--- src/rtl/pcie_pipe_rate_pkg.sv ---
// rtl/pcie_pipe_rate_pkg.sv - shared types and sizing helpers for the PIPE rate sequencer
package pcie_pipe_rate_pkg;

  typedef enum logic [1:0] {
    RATE_GEN1 = 2'd0,
    RATE_GEN2 = 2'd1,
    RATE_GEN3 = 2'd2,
    RATE_RSVD = 2'd3
  } rate_t;

  typedef enum logic [2:0] {
    IDLE     = 3'd0,
    SETTLE   = 3'd1,
    SWITCH   = 3'd2,
    LOCKWAIT = 3'd3,
    LANEWAIT = 3'd4,
    ERRREV   = 3'd5,
    DONE     = 3'd6
  } seq_state_t;

  localparam int TIMEOUT_CYCLES_DFLT = 1024;

  // Width able to hold 0..n, so one counter serves settle, lock and timeout budgets.
  function automatic int cnt_width(input int n);
    return (n < 1) ? 1 : $clog2(n + 1);
  endfunction

endpackage

--- src/rtl/pcie_pipe_lane_done_tracker.sv ---
// rtl/pcie_pipe_lane_done_tracker.sv - per-lane sticky rate-done capture with masked all_done
module pcie_pipe_lane_done_tracker #(
  parameter int PCIE_LANE = 8
) (
  input  logic                 clk,
  input  logic                 rst_n,
  input  logic                 clr,
  input  logic                 en,
  input  logic [PCIE_LANE-1:0] done,
  input  logic [PCIE_LANE-1:0] mask,
  output logic                 all_done
);

  logic [PCIE_LANE-1:0] sticky;

  // A pulse arriving in the clearing cycle is kept: capture starts at the switch itself.
  always_ff @(posedge clk or negedge rst_n) begin
    if (!rst_n) begin
      sticky <= '0;
    end else begin
      sticky <= (clr ? '0 : sticky) | (en ? done : '0);
    end
  end

  assign all_done = ((sticky & mask) == mask);

endmodule

--- src/rtl/pcie_k7_pipe_rate_sequencer.sv ---
// rtl/pcie_k7_pipe_rate_sequencer.sv - PIPE Gen1/2/3 rate-change sequencer with timeout revert
// Optional statistics counters: define PCIE_RATE_STATS_EN.
module pcie_k7_pipe_rate_sequencer
  import pcie_pipe_rate_pkg::*;
#(
  parameter int PCIE_LANE       = 8,
  parameter int PCIE_LINK_SPEED = 3,
  parameter int SETTLE_CYCLES   = 4,
  parameter int LOCK_STABLE     = 8,
  parameter int TIMEOUT_CYCLES  = TIMEOUT_CYCLES_DFLT
) (
  input  logic                 CLK_CLK,
  input  logic                 CLK_RST_N,
  input  logic                 RATE_REQ_VALID,
  input  logic [1:0]           RATE_REQ,
  output logic                 RATE_REQ_READY,
  input  logic [PCIE_LANE-1:0] LANE_ACTIVE,
  input  logic [PCIE_LANE-1:0] LANE_RATE_DONE,
  input  logic                 MMCM_LOCK,
  output logic [PCIE_LANE-1:0] CLK_PCLK_SEL,
  output logic                 CLK_GEN3,
  output logic [1:0]           RATE_CUR,
  output logic                 RATE_ACK,
  output logic                 RATE_ERR
`ifdef PCIE_RATE_STATS_EN
  ,
  output logic [15:0]          STAT_CHANGES,
  output logic [15:0]          STAT_TIMEOUTS
`endif
);

  localparam int MAXC = (TIMEOUT_CYCLES > LOCK_STABLE)
                        ? ((TIMEOUT_CYCLES > SETTLE_CYCLES) ? TIMEOUT_CYCLES : SETTLE_CYCLES)
                        : ((LOCK_STABLE > SETTLE_CYCLES) ? LOCK_STABLE : SETTLE_CYCLES);
  localparam int CW = cnt_width(MAXC);
  localparam logic [1:0] MAX_RATE = 2'(PCIE_LINK_SPEED - 1);

  seq_state_t           state;
  rate_t                target;
  rate_t                rate_cur;
  logic [PCIE_LANE-1:0] mask;
  logic [PCIE_LANE-1:0] sel;
  logic [PCIE_LANE-1:0] prev_sel;
  logic                 gen3;
  logic                 prev_gen3;
  logic                 rate_err;
  logic [CW-1:0]        phase_cnt;
  logic [CW-1:0]        tmo_cnt;
  logic                 all_done;
  logic                 accept;
  logic                 reject;
  logic                 tmo_hit;

  assign RATE_REQ_READY = (state == IDLE) && MMCM_LOCK;
  assign accept         = RATE_REQ_READY && RATE_REQ_VALID;
  assign reject         = (RATE_REQ == 2'd3) || (RATE_REQ > MAX_RATE);
  assign tmo_hit        = (tmo_cnt == CW'(TIMEOUT_CYCLES - 1));

  pcie_pipe_lane_done_tracker #(
    .PCIE_LANE (PCIE_LANE)
  ) u_done_tracker (
    .clk      (CLK_CLK),
    .rst_n    (CLK_RST_N),
    .clr      (state == SWITCH),
    .en       ((state == SWITCH) || (state == LOCKWAIT) || (state == LANEWAIT)),
    .done     (LANE_RATE_DONE),
    .mask     (mask),
    .all_done (all_done)
  );

  always_ff @(posedge CLK_CLK or negedge CLK_RST_N) begin
    if (!CLK_RST_N) begin
      state     <= IDLE;
      target    <= RATE_GEN1;
      rate_cur  <= RATE_GEN1;
      mask      <= '0;
      sel       <= '0;
      prev_sel  <= '0;
      gen3      <= 1'b0;
      prev_gen3 <= 1'b0;
      rate_err  <= 1'b0;
      phase_cnt <= '0;
      tmo_cnt   <= '0;
    end else begin
      case (state)
        IDLE: begin
          if (accept) begin
            target    <= rate_t'(RATE_REQ);
            mask      <= LANE_ACTIVE;
            rate_err  <= reject;
            phase_cnt <= '0;
            if (reject || (RATE_REQ == rate_cur)) state <= DONE;
            else                                  state <= SETTLE;
          end
        end
        SETTLE: begin
          if (phase_cnt == CW'(SETTLE_CYCLES - 1)) begin
            phase_cnt <= '0;
            state     <= SWITCH;
          end else begin
            phase_cnt <= phase_cnt + 1'b1;
          end
        end
        SWITCH: begin
          prev_sel  <= sel;
          prev_gen3 <= gen3;
          sel       <= mask & {PCIE_LANE{target != RATE_GEN1}};
          gen3      <= (target == RATE_GEN3);
          tmo_cnt   <= '0;
          phase_cnt <= '0;
          state     <= LOCKWAIT;
        end
        LOCKWAIT: begin
          tmo_cnt <= tmo_cnt + 1'b1;
          // Timeout wins over a lock that completes in the very last budget cycle.
          if (tmo_hit) begin
            state <= ERRREV;
          end else if (!MMCM_LOCK) begin
            phase_cnt <= '0;
          end else if (phase_cnt == CW'(LOCK_STABLE - 1)) begin
            state <= LANEWAIT;
          end else begin
            phase_cnt <= phase_cnt + 1'b1;
          end
        end
        LANEWAIT: begin
          tmo_cnt <= tmo_cnt + 1'b1;
          if (tmo_hit) begin
            state <= ERRREV;
          end else if (all_done) begin
            rate_cur <= target;
            state    <= DONE;
          end
        end
        ERRREV: begin
          sel      <= prev_sel;
          gen3     <= prev_gen3;
          rate_err <= 1'b1;
          state    <= DONE;
        end
        DONE:    state <= IDLE;
        default: state <= IDLE;
      endcase
    end
  end

  assign CLK_PCLK_SEL = sel;
  assign CLK_GEN3     = gen3;
  assign RATE_CUR     = rate_cur;
  assign RATE_ACK     = (state == DONE);
  assign RATE_ERR     = rate_err;

`ifdef PCIE_RATE_STATS_EN
  always_ff @(posedge CLK_CLK or negedge CLK_RST_N) begin
    if (!CLK_RST_N) begin
      STAT_CHANGES  <= '0;
      STAT_TIMEOUTS <= '0;
    end else begin
      if ((state == LANEWAIT) && !tmo_hit && all_done && (STAT_CHANGES != 16'hFFFF))
        STAT_CHANGES <= STAT_CHANGES + 16'd1;
      if ((state == ERRREV) && (STAT_TIMEOUTS != 16'hFFFF))
        STAT_TIMEOUTS <= STAT_TIMEOUTS + 16'd1;
    end
  end
`endif

endmodule
--- config.mk ---
export PLATFORM = sky130hd
export DESIGN_NAME = pcie_k7_pipe_rate_sequencer
export DESIGN_NICKNAME = d
export VERILOG_FILES = /design/src/rtl/pcie_pipe_rate_pkg.sv /design/src/rtl/pcie_pipe_lane_done_tracker.sv /design/src/rtl/pcie_k7_pipe_rate_sequencer.sv
export SDC_FILE = /design/constraint.sdc
export NUM_CORES = 1
export LEC_CHECK = 0
export ABC_AREA = 1
export ABC_CLOCK_PERIOD_IN_PS = 1500
export BUFFER_PORTS_ARGS = -buffer_cell sky130_fd_sc_hd__buf_2
export CELL_PAD_IN_SITES_DETAIL_PLACEMENT = 1
export CELL_PAD_IN_SITES_GLOBAL_PLACEMENT = 1
export CORE_MARGIN = 8
export CORE_UTILIZATION = 39
export DETAILED_ROUTE_END_ITERATION = 16
export MAX_ROUTING_LAYER = met4
export PLACE_DENSITY = 0.75
export SLEW_MARGIN = 20
export SYNTH_ARGS = -nofsm -noshare
export SYNTH_HDL_FRONTEND = slang
export SYNTH_SLANG_ARGS = --single-unit
--- constraint.sdc ---
create_clock -name CLK_CLK -period 1.5 [get_ports CLK_CLK]
set_input_delay 0.075 -clock CLK_CLK [delete_from_list [all_inputs] [get_ports CLK_CLK]]
set_output_delay 0.075 -clock CLK_CLK [all_outputs]
set_load 0.005 [all_outputs]
Word level (Yosys, flattened, before mapping)
Cells that the tools add are included.

Flip-flop bits (word level): 64. Input bits: 22. Output and inout bits: 14. Word-level logic and storage cells: 79.

Add/subtract/negate cells: 2. Order comparisons: 1. Eq/ne operators: 20. Multiplexer cells: 22. Bitwise logic cells: 4. Reduce and logical (&&, ||, !) cells: 18.

Operators with widths (count): two-way mux 11 bit (5); one-hot mux 11 bit (4 select lines) (1); two-way mux 3 bit (8); adder 11 x 1 -> 11 bit, second input constant (2); one-hot mux 11 bit (2 select lines) (1); one-hot mux 3 bit (6 select lines) (1); AND 8 bit (2); two-way mux 8 bit (2); one-hot mux 8 bit (2 select lines) (1); == test 11 x 10 -> 1 bit, second input constant (1); == test 11 x 2 -> 1 bit, second input constant (1); == test 11 x 3 -> 1 bit, second input constant (1); == test 3 bit, second input constant (3); != test 3 bit, second input constant (3); == test 8 bit (1); bitwise OR 8 bit (1); nonzero test 2 bit (4); == test 3 x 2 -> 1 bit, second input constant (2); != test 2 bit, second input constant (3); AND reduction 5 bit (1); == test 2 bit, second input constant (2); logical OR 1 bit (4); one-hot mux 1 bit (2 select lines) (2); AND reduction 2 bit (2); 12 further kinds (13).

Longest topological paths before layout
Gate-level depths: netlist (run 1).

Depth after elaboration: 6. Depth in mapped cells: 11. Gate-level depth less buffers: 11.

By module
From an unflattened synthesis (run 1), not the netlist that was laid out.

Cells, all modules: 418. Area total of the unflattened synthesis: 3211.8 µm².

Modules (own cells, without submodules): pcie_k7_pipe_rate_sequencer (instances 1, cells each 366, area an instance 2835.2 µm², sequential area each 1401.3 µm²); pcie_pipe_lane_done_tracker (instances 1, cells each 52, area an instance 376.6 µm², sequential area each 200.2 µm²).

Least setup slack after synthesis (run 1)
Ideal clock, no wire load.

Path type: flip-flop to flip-flop. From: reg phase_cnt[0]. To: reg phase_cnt[10]. Setup time: 117 ps. Arrival time: 1443 ps. Data required time: 1383 ps. Setup slack: -61 ps. Stages on the path, launching flop included: 10. Buffers on the path: 1. Period minus slack after synthesis: 1561 ps. Path through: dfrtp_1 > ha_1 > nand3_1 > nor2_1 > nand2_1 > o21ai_2 > nor2_4 > buf_8 > nand3_1 > nand2_1.

Cells in the longest elaborated chain, start to end: 5. Elaborated cells between the ends (all ways): 10. Those cells by class: add/sub: 1; eq/ne: 3; mux: 5; reduce/logical: 1.

Ends and longest elaborated chain: start, declared (line pcie_k7_pipe_rate_sequencer.sv:47) `logic [CW-1:0] phase_cnt;`; start signal, assigned (line pcie_k7_pipe_rate_sequencer.sv:101) `phase_cnt <= phase_cnt + 1'b1;`; start signal, assigned (line pcie_k7_pipe_rate_sequencer.sv:123) `phase_cnt <= phase_cnt + 1'b1;`; adder 11 x 1 -> 11 bit (line pcie_k7_pipe_rate_sequencer.sv:101, pcie_k7_pipe_rate_sequencer.sv:123); two-way mux 11 bit (line pcie_k7_pipe_rate_sequencer.sv:120) `end else if (phase_cnt == CW'(LOCK_STABLE - 1)) begin`; two-way mux 11 bit (line pcie_k7_pipe_rate_sequencer.sv:118) `end else if (!MMCM_LOCK) begin`; two-way mux 11 bit (line pcie_k7_pipe_rate_sequencer.sv:116) `if (tmo_hit) begin`; one-hot mux 11 bit (4 select lines) (line pcie_k7_pipe_rate_sequencer.sv:85) `case (state)`.

Several ways; a longest one is shown, not always the timed one. The select of a mux whose other input is x is not followed. A chain may end at the register's enable or synchronous reset.

Worst setup path in the final report (run 1)
From: reg phase_cnt[4]. To: reg phase_cnt[5].

The elaborated chain is that of the path after synthesis.

==> impl_metrics.yaml, run 1 <==
drt:
  wl_per_cell_um: 19.9
  dr.pass1.iters: 4
  viasPerCell: 5.46
  vias: 3620
  antenna_left: 0
  routed_wl_mm: 13.2
  drc: 0
  initialDrtViolationCount: 218
floorplanning:
  start_util_pct: 39.9
  rows: 34
  core_area_um2: 8640
  die_y_um: 110
  die_width_um: 110
  ioPinCount: 36
  die_area_um2: 12100
grt:
  grt_max_degree: 31
  grtUsageTotal_pct: 21.1
  grt_pass1_wl_mm: 19.0
  antenna_found_initial: 0
  grt-ovfl-total: 0
  grt_pass1_vias: 3911
timing:
  fin_crit_sh_pct: 115
  fmax_mhz: 577
  fin_crit_ns: 1.73
  setup_slack_ns: -0.232
  finalMaxSlewViolations: 0
  final-hold-violation-count: 0
  tightest_slew_ns: 0.485
  rsz0062_at_grt: "yes"
  fin_skew_ns: 0.0120
  relSlewSlack_pct: 67.7
  setup_viol: 21
clocking:
  tritoncts: "built"
  htreeDepth: 3
  clock_path_buffers: 2
  clockRootBuffer: "clkbuf_8"
  numCtsBuffers: 9
  cts.clk_slew.worst_paths_ns: 0.08
  cts.sinks: 64
  worstSkewPairLatency_ns: 0.36
hold_path:
  min-delay-path-class: "in -> reg"
setup_path:
  cp.required_ns: 1.73
  crit_fanout: 10
  reg2reg_to: "phase_cnt[5]"
  r2r_slack_ns: -0.23
  timing.rr.start: "phase_cnt[4]"
  ff2ff_path_depth: 9
  end_kind: "flip-flop"
  start_kind: "flip-flop"
  crit_start: "phase_cnt[4]"
  path_class: "reg -> reg"
  worstPathArrival_ns: 1.96
  cp-endpoint: "phase_cnt[5]"
place:
  routabilityCongestion: 0.819
  numPortBuffers: 35
  dp_hpwl_mm: 7.57
  placed_area_um2: 4060
  dpl.cell_count: 610
pwr:
  peakVddDrop_mv: 0.877
  total_leakage_power_nw: 2.36
  p_per_area_nw_per_um2: 1780
synth:
  synth_warnings: 0
  synth_fp_nets: 459
  ys_async_sr_fraction_pct: 100
  ys_seq_area_share_pct: 46.5
  synth_top_flop_cell: "dfrtp_1"
  synth_cells: 434
  synth_area_um2: 3440
  synth_seq_cells: 64
  yosysUniqueCellTypes: 38
  avgSynthCellArea_um2: 7.93
  synth_edf_count: 0
cells_and_area:
  diodes: 0
  design_area_um2: 4940
  drive_gt1_share_pct: 36.8
  finalNetCount: 575
  final_cell_count_no_fill: 663
  area_growth_pct: 43.7
status:
  status: "finished with violations"
  failed_checks: "negative setup slack"
run:
  cap_violations: 0
## worst min path at each step
stage                           start                        to  slack, ns  depth (start not counted)
after floorplan             CLK_RST_N                  CLK_GEN3      -0.22                          0
after global placement      CLK_RST_N  u_done_tracker.sticky[2]       0.06                          1
after detailed placement    CLK_RST_N  u_done_tracker.sticky[2]       0.06                          1
after CTS                 RATE_REQ[1]                 target[1]       0.04                          3
after global routing      RATE_REQ[1]                 target[1]       0.04                          3
final                     RATE_REQ[1]                 target[1]       0.04                          3
## cell usage in the layout (no fill, tap or decap), types with 2 or more instances in the layout
cell type        n
buf_2           35
ha_4             2
dfrtp_1         60
nand3_1         40
nor2_4           6
bufinv_16        3
buf_4           55
nor3_2           2
o21ai_2          7
o21ai_4          2
o21ai_1          6
nor2_1          16
nand3_4          5
nand3_2          6
inv_6            3
nand2_4          9
nand2_1        109
nor3_4           4
inv_4            2
o21ai_0         30
a21oi_1          7
dfrtp_2          4
dlygate4sd3_1   18
o211ai_1         9
inv_1           39
buf_12           4
nand4_1          3
clkbuf_8         9
nand2_2         14
nor2_2           8
xor2_1           2
buf_6            4
or2_2            2
inv_2           10
clkinv_4         2
a22o_1           5
## power breakdown
part	internal [mW]	switching (mW)	leakage, nW
registers	2.28	0.422	0.827
clock network	1.12	0.800	0.125
logic	1.71	2.47	1.40
## flip-flops by register name, indices dropped and copies added, names as in the netlist, 2 cells and up
name / cells
CLK_PCLK_SEL: 8
RATE_CUR: 2
mask: 8
phase_cnt: 11
prev_sel: 8
state: 3
target: 2
tmo_cnt: 11
u_done_tracker.sticky: 8
## layer usage
layer | track usage, % | routed length [um] | vias to the layer above
met5 | - | 0 | -
met3 | 3.52 | 575 | 52
met2 | 36.0 | 6630 | 108
li1 | - | - | 1639
met1 | 23.7 | 5420 | 1821
met4 | 9.64 | 531 | 0
## worst max-delay path: stages (launching register included)
cell	delay [ns]
dfrtp_1	0.41
nor2_1	0.15
nand2_1	0.13
nor2_1	0.18
nand2_2	0.11
o21ai_4	0.20
nor2_4	0.08
buf_12	0.15
o21ai_2	0.08
nand2_1	0.12
## cells by family after synthesis
kind of cell / after synthesis / synth area share (%)
buffers and inverters: 65 / 8.18
AND/OR/NAND/NOR: 228 / 30.9
AO/OA/AOI/OAI: 71 / 12.6
flip-flops: 64 / 46.5
adder cells (fa/ha/maj): 3 / 1.09
XOR/XNOR: 3 / 0.763
## cell type report
class / instances / area, um^2
fillers: 1025 / 3690
repair buffers: 117 / 908
inverters: 53 / 210
clock buffers: 9 / 124
flip-flops and latches: 64 / 1610
well taps: 108 / 135
multi-input cells: 305 / 1840
clock inverters: 7 / 125
## stage by stage
| stage | power, mW | setup TNS, ns | worst slack, ns | util [%] | hold slack (ns) |
|---|---|---|---|---|---|
| after global placement | 5.63 | -0.709 | -0.0785 | 47.0 | 0.0585 |
| after global routing | 9.26 | -4.35 | -0.269 | 57.3 | 0.0419 |
| after detailed placement | 5.77 | -1.78 | -0.141 | 47.0 | 0.0633 |
| after floorplan | 4.59 | 0 | 0.00647 | - | -0.221 |
| final | 8.81 | -2.01 | -0.232 | 57.3 | 0.0371 |
| after CTS | 8.11 | -0.329 | -0.0353 | 54.6 | 0.0362 |
## synth_stat cells (2+ instances only)
cell	number	area, um^2
nand3_4	2	35.0
o21ai_2	7	61.3
nand3_1	47	235
a22o_1	5	43.8
buf_6	2	22.5
nand4_1	3	18.8
inv_2	6	22.5
nor2_1	26	97.6
buf_2	6	30.0
o21ai_1	2	10.0
nand3_2	2	20.0
xor2_1	2	17.5
a21oi_1	8	40.0
nand2_1	127	477
inv_1	45	169
o21ai_0	36	180
nor2_4	4	45.0
clkbuf_1	2	7.51
dfrtp_1	64	1600
nand2_4	3	33.8
ha_1	3	37.5
or2_2	2	12.5
o211ai_1	9	67.6
nand2_2	2	12.5
nor3_1	6	30.0
## what timing repair did
action / in CTS / in global routing
pin swaps: 8 / 19
endpoints found under the hold margin: 33 / 0
gates resized for setup: 37 / 51
endpoints found under the setup margin: 19 / 48
buffers inserted: 11 / 10
hold buffers: 18 / 0
Note: power is estimated with default switching activity, not from simulation.
==> run 2, diff against run 1 <==
Settings changed: CORE_UTILIZATION 39 to 40, CTS_BUF_LIST from default to sky130_fd_sc_hd__clkbuf_8, PLACE_DENSITY 0.75 to 0.77.
==> run 2 against run 1 <==
  * The run still ends with negative setup slack left
  * Flip-flop and latch count unchanged
  * Design area up 1.7%
  * Routed wire length up 4.1%
  * Die area down 2.1%
  * Cell count up 1.2%
  * Utilization up 1.5 points
  * Clock skew down 0.0057 ns
  * Via count up 0.91%
  * Highest routed layer unchanged
==> impl_metrics.yaml, run 2 (synthesized netlist as in run 1, its figures left out) <==
timing:
  rsz0062_at_grt: "yes"
  setup_slack_ns: -0.143
  relSlewSlack_pct: 59.6
  finalMaxSlewViolations: 0
  setup_viol: 21
  fin_skew_ns: 0.00636
  tightest_slew_ns: 0.606
  fmax_mhz: 609
  fin_crit_ns: 1.64
  final-hold-violation-count: 0
  fin_crit_sh_pct: 110
setup_path:
  slowest_delay_ns: 0.38
  path_common_cell: "nor2_4"
  crit_family: "simple AND/OR/NAND/NOR gates"
  cp.required_ns: 1.75
  slowest_stage: "dfrtp_1"
  worstPathArrival_ns: 1.90
  crit_buf_inv: 1
  start_kind: "flip-flop"
  crit_fanout: 5
  cp_cell_sequence: "ha_2 -> nand2_2 -> nor2_4 -> nand3_4 -> o21ai_4 -> nor2_4 -> buf_6 -> o21ai_2 -> nand2_1"
  end_kind: "flip-flop"
  path_class: "reg -> reg"
status:
  status: "finished with violations"
  failed_checks: "negative setup slack"
place:
  dp_hpwl_mm: 7.47
  dpl.cell_count: 605
  routabilityCongestion: 0.828
  post-place-ws_ns: -0.149
  numPortBuffers: 35
  placed_area_um2: 4030
cells_and_area:
  drive_gt1_share_pct: 39.3
  fillers: 1026
  final_cell_mix: "nand2_1, dfrtp_1, buf_4"
  reg.largest.list: "phase_cnt x11, tmo_cnt x11"
  final_common_cell: "nand2_1"
  design_area_um2: 5030
  finalNetCount: 582
  area_growth_pct: 46.1
  final_cell_count_no_fill: 671
hold_path:
  min-delay-path-class: "in -> reg"
grt:
  antenna_found_initial: 1
  grtUsageTotal_pct: 21.5
  grt-ovfl-total: 0
  grt_pass1_vias: 3842
  grt_max_degree: 36
  grt_pass1_wl_mm: 19.2
drt:
  initialDrtViolationCount: 187
  routed_wl_mm: 13.7
  dr.pass1.iters: 4
  wl_per_cell_um: 20.4
  viasPerCell: 5.44
  drc: 0
  antenna_left: 0
  vias: 3653
run:
  cap_violations: 0
pwr:
  peakVddDrop_mv: 0.932
  total_leakage_power_nw: 2.38
  p_per_area_nw_per_um2: 1760
clocking:
  numCtsBuffers: 9
  htreeDepth: 3
  clockRootBuffer: "clkbuf_8"
  worstSkewPairLatency_ns: 0.37
  cts.sinks: 64
  tritoncts: "built"
  clock_path_buffers: 2
  cts.clk_slew.worst_paths_ns: 0.08
floorplanning:
  start_util_pct: 40.3
  die_y_um: 109
  rows: 34
  ioPinCount: 36
  die_width_um: 109
  die_area_um2: 11800
  core_area_um2: 8550
run 2: final timing paths:
path                        startpoint  depth (start not counted)      endpoint  slack (ns)
max                         tmo_cnt[1]                          9  phase_cnt[5]       -0.14
min                        RATE_REQ[0]                          3     target[0]       0.005
min reg2reg                prev_sel[6]                          2   prev_sel[6]        0.50
max reg2reg                 tmo_cnt[1]                          9  phase_cnt[5]       -0.14
max in group asynchronous    CLK_RST_N                          3       mask[0]        0.65
min in group asynchronous    CLK_RST_N                          2    tmo_cnt[2]        0.24
run 2: where the power goes:
group	internal, mW	switching, mW	leakage [nW]
clock network	0.782	0.809	0.104
logic	1.93	2.63	1.45
registers	2.28	0.420	0.827
total	4.99	3.86	2.38
run 2: layout make-up:
class | instances | area, um^2 | share of cell area (%)
well taps | 108 | 135 | 2.69
clock buffers | 9 | 124 | 2.46
flip-flops and latches | 64 | 1610 | 32.0
diodes | 1 | 2.50 | 0.0498
clock inverters | 7 | 75.1 | 1.49
repair buffers | 124 | 1010 | 20.0
multi-input cells | 305 | 1860 | 37.1
inverters | 53 | 215 | 4.28
run 2: repair_timing:
action	4_1_cts	5_1_grt
endpoints found under the setup margin	18	48
gates resized for setup	38	77
pin swaps	14	25
setup buffers	16	16
endpoints found under the hold margin	35	0
cloned	0	1
hold buffers	17	0
run 2: tightest hold or removal path, delay by kind of cell:
kind,cells,cell delay (ns)
buf+inv,1,0.12
compound gates,1,0.07
simple gates,1,0.07
run 2: per-layer routing:
| layer | vias up | track usage (%) | part of all wire (%) |
|---|---|---|---|
| met5 | - | - | 0 |
| met4 | 0 | 7.62 | 3.3 |
| met3 | 41 | 4.37 | 4.3 |
| met2 | 112 | 36.1 | 52 |
| met1 | 1838 | 25.0 | 41 |
| li1 | 1662 | - | - |
run 2: per-stage QoR:
stage / util, % / hold slack, ns / TNS (ns) / power, mW
6_report: 58.8 / 0.00465 / -1.67 / 8.85
5_1_grt: 58.8 / 0.00675 / -3.97 / 9.33
4_1_cts: 54.6 / 0.00687 / -0.406 / 7.92
2_1_floorplan: - / -0.221 / 0 / 4.59
3_5_place_dp: 47.1 / 0.107 / -1.41 / 5.82
3_3_place_gp: 47.1 / 0.112 / -0.605 / 5.65
